`src/rtl/fire_pkg.sv`:
```
`default_nettype none
// +----------------------------------------------------------------------+
// | fire_pkg : shared constants for the fire-path scheduler              |
// | Rev 1.0                                                              |
// +----------------------------------------------------------------------+
package fire_pkg;

  localparam int c_tag_w_def = 1;
  localparam int c_stats_w   = 16;
  localparam int c_state_w   = 2;

  localparam logic [c_state_w-1:0] c_st_run   = 2'd0;
  localparam logic [c_state_w-1:0] c_st_flush = 2'd1;
  localparam logic [c_state_w-1:0] c_st_done  = 2'd2;

  // Saturating increment for the statistics counters.
  function automatic logic [c_stats_w-1:0] sat_inc(input logic [c_stats_w-1:0] v);
    return (&v) ? v : v + {{(c_stats_w-1){1'b0}}, 1'b1};
  endfunction

endpackage
`default_nettype wire

```
`src/rtl/rr_arbiter.sv`:
```
`default_nettype none
// +----------------------------------------------------------------------+
// | rr_arbiter : round-robin grant search with its rotating pointer      |
// | Rev 1.0                                                              |
// +----------------------------------------------------------------------+
module rr_arbiter
  import fire_pkg::*;
#(
  parameter int NUM_REQ = 4,
  localparam int PTR_W  = $clog2(NUM_REQ)
) (
  input  logic               clk,
  input  logic               reset,
  input  logic [NUM_REQ-1:0] i_req,
  input  logic               i_advance,
  output logic [NUM_REQ-1:0] o_grant,
  output logic [PTR_W-1:0]   o_grant_idx,
  output logic               o_grant_any
);

  localparam logic [PTR_W:0]   c_n    = (PTR_W+1)'(NUM_REQ);
  localparam logic [PTR_W-1:0] c_last = PTR_W'(NUM_REQ-1);

  logic [PTR_W-1:0] r_ptr;
  logic [PTR_W:0]   w_cand;
  logic [PTR_W-1:0] w_idx;
  logic             w_found;

  // Walk offsets from farthest to nearest so the nearest valid lane wins.
  always_comb begin
    w_found = 1'b0;
    w_idx   = '0;
    w_cand  = '0;
    for (int k = NUM_REQ-1; k >= 0; k--) begin
      w_cand = {1'b0, r_ptr} + (PTR_W+1)'(k);
      if (w_cand >= c_n) w_cand = w_cand - c_n;
      if (i_req[w_cand[PTR_W-1:0]]) begin
        w_found = 1'b1;
        w_idx   = w_cand[PTR_W-1:0];
      end
    end
  end

  assign o_grant     = w_found ? (NUM_REQ'(1) << w_idx) : '0;
  assign o_grant_idx = w_idx;
  assign o_grant_any = w_found;

  always_ff @(posedge clk) begin
    if (reset) begin
      r_ptr <= '0;
    end else if (i_advance) begin
      r_ptr <= (w_idx == c_last) ? '0 : w_idx + PTR_W'(1);
    end
  end

endmodule
`default_nettype wire

```
`src/rtl/fire_sched.sv`:
```
`default_nettype none
// +----------------------------------------------------------------------+
// | fire_sched : fire FIFO enqueue arbiter, drain stage and step barrier |
// | Optional counters under FIFO macro FIRE_SCHED_STATS_EN. Rev 1.0      |
// +----------------------------------------------------------------------+
module fire_sched
  import fire_pkg::*;
#(
  parameter int NUM_REQ = 4,
  parameter int TAG_W   = c_tag_w_def
) (
  input  logic                     clk,
  input  logic                     reset,
  input  logic [NUM_REQ-1:0]       req_valid,
  input  logic [NUM_REQ*TAG_W-1:0] req_tag,
  output logic [NUM_REQ-1:0]       req_ready,
  output logic                     fifo_enq,
  output logic [TAG_W-1:0]         fifo_in_tag,
  input  logic                     fifo_full,
  output logic                     fifo_deq,
  input  logic [TAG_W-1:0]         fifo_out_tag,
  input  logic                     fifo_empty,
  output logic                     fire_valid,
  output logic [TAG_W-1:0]         fire_tag,
  input  logic                     fire_ready,
  input  logic                     step_end,
  output logic                     step_done
`ifdef FIRE_SCHED_STATS_EN
  ,
  output logic [c_stats_w-1:0]     fire_count,
  output logic [c_stats_w-1:0]     stall_count
`endif
);

  localparam int PTR_W = $clog2(NUM_REQ);

  logic [NUM_REQ-1:0]   w_grant;
  logic [PTR_W-1:0]     w_idx;
  logic                 w_any;
  logic                 w_enq;
  logic                 w_deq;
  logic                 w_busy;
  logic [TAG_W-1:0]     w_tag;
  logic                 r_fire_valid;
  logic [TAG_W-1:0]     r_fire_tag;
  logic [c_state_w-1:0] r_state;
  logic [c_state_w-1:0] w_state_next;

  rr_arbiter #(
    .NUM_REQ (NUM_REQ)
  ) u_arb (
    .clk         (clk),
    .reset       (reset),
    .i_req       (req_valid),
    .i_advance   (w_enq),
    .o_grant     (w_grant),
    .o_grant_idx (w_idx),
    .o_grant_any (w_any)
  );

  // A full FIFO blocks enqueue even when a dequeue frees a slot this cycle.
  assign w_enq     = w_any & ~fifo_full & ~reset;
  assign req_ready = w_enq ? w_grant : '0;
  assign fifo_enq  = w_enq;

  always_comb begin
    w_tag = '0;
    for (int i = 0; i < NUM_REQ; i++) begin
      if (w_idx == PTR_W'(i)) w_tag = req_tag[i*TAG_W +: TAG_W];
    end
  end
  assign fifo_in_tag = w_tag;

  assign w_deq    = ~fifo_empty & (~r_fire_valid | fire_ready) & ~reset;
  assign fifo_deq = w_deq;

  always_ff @(posedge clk) begin
    if (reset) begin
      r_fire_valid <= 1'b0;
      r_fire_tag   <= '0;
    end else if (w_deq) begin
      r_fire_valid <= 1'b1;
      r_fire_tag   <= fifo_out_tag;
    end else if (fire_ready) begin
      r_fire_valid <= 1'b0;
    end
  end

  assign fire_valid = r_fire_valid;
  assign fire_tag   = r_fire_tag;

  assign w_busy = (|req_valid) | ~fifo_empty | r_fire_valid;

  always_ff @(posedge clk) begin
    if (reset) r_state <= c_st_run;
    else       r_state <= w_state_next;
  end

  always_comb begin
    w_state_next = r_state;
    case (r_state)
      c_st_run:   if (step_end) w_state_next = c_st_flush;
      c_st_flush: if (!w_busy)  w_state_next = c_st_done;
      c_st_done:  w_state_next = c_st_run;
      default:    w_state_next = c_st_run;
    endcase
  end

  always_comb begin
    step_done = 1'b0;
    if (r_state == c_st_done) step_done = 1'b1;
  end

`ifdef FIRE_SCHED_STATS_EN
  logic                 w_stall;
  logic [c_stats_w-1:0] r_fire_count;
  logic [c_stats_w-1:0] r_stall_count;

  assign w_stall = (|req_valid) & fifo_full;

  always_ff @(posedge clk) begin
    if (reset || r_state == c_st_done) begin
      r_fire_count  <= '0;
      r_stall_count <= '0;
    end else begin
      if (w_enq)   r_fire_count  <= sat_inc(r_fire_count);
      if (w_stall) r_stall_count <= sat_inc(r_stall_count);
    end
  end

  assign fire_count  = r_fire_count;
  assign stall_count = r_stall_count;
`endif

endmodule
`default_nettype wire

```
`config.mk`:
```
export PLATFORM = sky130hd
export DESIGN_NAME = fire_sched
export DESIGN_NICKNAME = d
export VERILOG_FILES = /design/src/rtl/fire_pkg.sv /design/src/rtl/rr_arbiter.sv /design/src/rtl/fire_sched.sv
export SDC_FILE = /design/constraint.sdc
export NUM_CORES = 1
export LEC_CHECK = 0
export ABC_AREA = 0
export BUFFER_PORTS_ARGS = -buffer_cell sky130_fd_sc_hd__buf_2
export CAP_MARGIN = 5
export CELL_PAD_IN_SITES_DETAIL_PLACEMENT = 0
export CELL_PAD_IN_SITES_GLOBAL_PLACEMENT = 1
export CORE_MARGIN = 2
export CORE_UTILIZATION = 28
export CTS_BUF_LIST = sky130_fd_sc_hd__clkbuf_4
export CTS_CLUSTER_DIAMETER = 40
export CTS_CLUSTER_SIZE = 25
export DETAILED_ROUTE_END_ITERATION = 6
export HOLD_SLACK_MARGIN = 0.03
export MAX_ROUTING_LAYER = met4
export PLACE_DENSITY_LB_ADDON = 0.05
export SYNTH_ARGS = -nofsm -noshare
export SYNTH_HDL_FRONTEND = slang
export SYNTH_HIERARCHICAL = 1
export SYNTH_SLANG_ARGS = --single-unit
export TNS_END_PERCENT = 5
```
`constraint.sdc`:
```
create_clock -name clk -period 1.7 [get_ports clk]
set_input_delay 0.17 -clock clk [delete_from_list [all_inputs] [get_ports clk]]
set_output_delay 0.17 -clock clk [all_outputs]
set_load 0.005 [all_outputs]
```
==> metrics.csv <==
metric,value,unit
status,"complete, but fails checks",
violated checks,setup timing,
Initial Utilization,0.304,
post-synthesis mux area share,0.0699,
clock network power share,0.290,
top-area cell type share of the netlist area,0.224,
final layout net count,116,
Post-Syn Instances,56,
crit-path cells,buf_6 -> a2111oi_4 -> or2_1 -> mux4_2 -> buf_2,
syn nets,75,
synthesized area per cell,9.59,µm²
sequential area share after synthesis,0.224,
Synth Register Bits,6,
CP Max Fanout,4,
die width,47.8,µm
dpl cells,116,
CTS sink count,6,
synth top area cells,"dfxtp_1 22%, ha_1 9.3%, nor2b_1 8.2%, a2111oi_4 5.1%, nor2_1 4.9%",
Adder-Cell Fraction of Synth Area,0.0932,
"Design Area, Final",818,µm²
core footprint,1760,µm²
critical path's largest stage delay,480,ps
DRT iter0 DRCs,7,
Post-Place Worst Slack,-112,ps
Row Count,15,
CTS Root Cell,clkbuf_4,
worst flop-to-flop path startpoint,u_arb/r_ptr[0]$_SDFFE_PP0P_,
Overflow after GRT,0,
Setup Viol. Count Final,6,
dpl hpwl,992,µm
Crit path max-delay family,multiplexers,
Slew HR,0.704,
actual slew at the worst max-slew pin,442,ps
flop2flop setup slack,-60,ps
switch share,0.287,
H-tree depth,1,
Avg WL per Cell,10.0,µm
Die Area,2280,µm²
Compound-Gate Fraction of Synth Area,0.191,
Fin. Hold Viols,0,
LEAKAGE,0.393,nW
fraction of registers with async set/reset,0,
WS Path Type,reg2out,
CTS tree,done,
worst reg2reg path endpoint,u_arb/r_ptr[0]$_SDFFE_PP0P_,
RSZ-0062 raised after global routing,true,
worst hold slack,157,ps
Worst Hold Class,in2reg,
largest net degree at the start of global routing,10,
sw power,0.130,mW
placed cell areas,772,µm²
most common flop cell mapped by yosys,dfxtp_1,
Int Pwr,0.323,mW
initial antenna violation count,0,
main combinational cell family by area after synthesis,simple AND/OR/NAND/NOR gates,
Max IR drop VDD,0.000367,V
fmax,0.502,GHz
DRC Markers,0,
routability cong.,0.762,
Clock transition at path regs,40,ps
Via density,4.39,
IO Pins,25,
layout cells sized above 1,0.537,
post-synth cell types,28,
ant diodes,0,
Die Ht,47.8,µm
via count,527,
worst path arrival time,1820,ps
R2R depth,7,
sequential power share,0.346,
overall power,0.452,mW
synth warn,6,
final worst slack,-292,ps
Total GRT Usage,0.125,
Post-DRT Antenna Nets,0,
Final min period,1990,ps
startpoint types,flop,
critical path depth,5,
first-pass GRT wire length,1920,µm
TritonRoute pass-1 iters,4,
simple-gate area share of the yosys netlist,0.394,
leading area contributor after synthesis,dfxtp_1,
Post-Route Utilization,0.464,
Critical-path top delay cell,mux4_2,
Clock Path Buffers,2,
pwr dens,553,nW/µm²
Max Slew Vio Count,0,
P&R area growth vs syn,52.4,%
hold path startpoint,fifo_out_tag,
I/O Buffers,24,
Post-synth EDFFs,0,
Post-Synth XOR/XNOR Area,0,
TritonCTS Buffers,3,
Buf/Inv on CP,2,
setup TNS,-1240,ps
final worst-path cycle share,1.17,
Finished Layout Cells,120,
share of total power in combinational logic,0.363,
Worst-Skew Late Latency,240,ps
max-cap violations,0,
Detailed Route WL,1200,µm
synthesized cell area,537,µm²
WHS Endpoint,fire_tag$_SDFFE_PP0P_,
WP data required,1530,ps
CP endpoint kind,primary output,
post-route clock skew,3.65,ps
vias in the first global route,459,
Hold Crit Depth,2,
==> layout make-up <==
cell class,count,area (µm²)
Tap cell,25,31.3
Multi-Input combinational cell,46,413
Sequential cell,6,123
Clock buffer,3,22.5
Fill cell,197,946
Timing Repair Buffer,36,214
Inverter,4,15.0
==> what timing repair did <==
action                     4_1_cts  5_1_grt
pin swaps                        3        1
buffers inserted                 1        0
setup endpoints to repair        6        6
hold buffers                     0        0
resized for setup                2        1
==> Yosys cell counts (2+ instances only) <==
master   count
nor2_1       7
nor2b_1      7
dfxtp_1      6
and2_1       4
ha_1         4
inv_1        4
o21ai_0      2
or2_1        2
==> metal layers <==
metal	wire, µm	track usage
met3	62	0.0566
met2	475	0.168
met1	662	0.170
met5	0	-
met4	0	0.0324
==> power by group through the flow <==
stage               combinational (mW)  sequential (mW)  clock (mW)
global placement                 0.160            0.159           0
floorplan                       0.0813            0.160           0
finish                           0.164            0.157       0.131
CTS                              0.167            0.156       0.145
global route                     0.185            0.158       0.148
detailed placement               0.159            0.159           0
==> placed cells by master, fill, tap and decap left out, types with 2 or more instances in the layout <==
master / n
and2_1: 4
clkbuf_4: 3
or2_1: 2
buf_4: 11
inv_1: 4
nor2b_1: 7
buf_2: 24
dfxtp_1: 4
ha_1: 4
o21ai_0: 2
dfxtp_2: 2
nor2_1: 7
==> worst reg2reg max path, delay by kind of cell, from the launching register on <==
family | cells | cell delay, ps
buf+inv | 2 | 160
simple gates | 1 | 370
fa+ha+maj | 1 | 210
compound gates | 3 | 620
flops | 1 | 320
==> flip-flops by register name (all words and copies together), names as in the netlist <==
name and flops:
u_arb/r_ptr 2, fire_tag 1, fire_valid 1, r_state 2
==> worst max-delay path by stage <==
stage | end | from | slack, ps
CTS | fifo_in_tag | u_arb/r_ptr[1]$_SDFFE_PP0P_ | -310
global route | fifo_in_tag | u_arb/r_ptr[1]$_SDFFE_PP0P_ | -410
global placement | fifo_in_tag | u_arb/r_ptr[0]$_SDFFE_PP0P_ | -110
finish | fifo_in_tag | u_arb/r_ptr[1]$_SDFFE_PP0P_ | -290
floorplan | fifo_in_tag | u_arb/r_ptr[0]$_SDFFE_PP0P_ | 10
detailed placement | fifo_in_tag | u_arb/r_ptr[0]$_SDFFE_PP0P_ | -110
==> cell families (layout without fill, tap and decap cells) <==
kind of cell | count (synthesis) | after routing
simple gates | 29 | 29
buf+inv | 4 | 43
compound gates | 11 | 11
flops | 6 | 6
fa+ha+maj | 4 | 4
mux | 2 | 2
(Power assumes the default switching activity.)
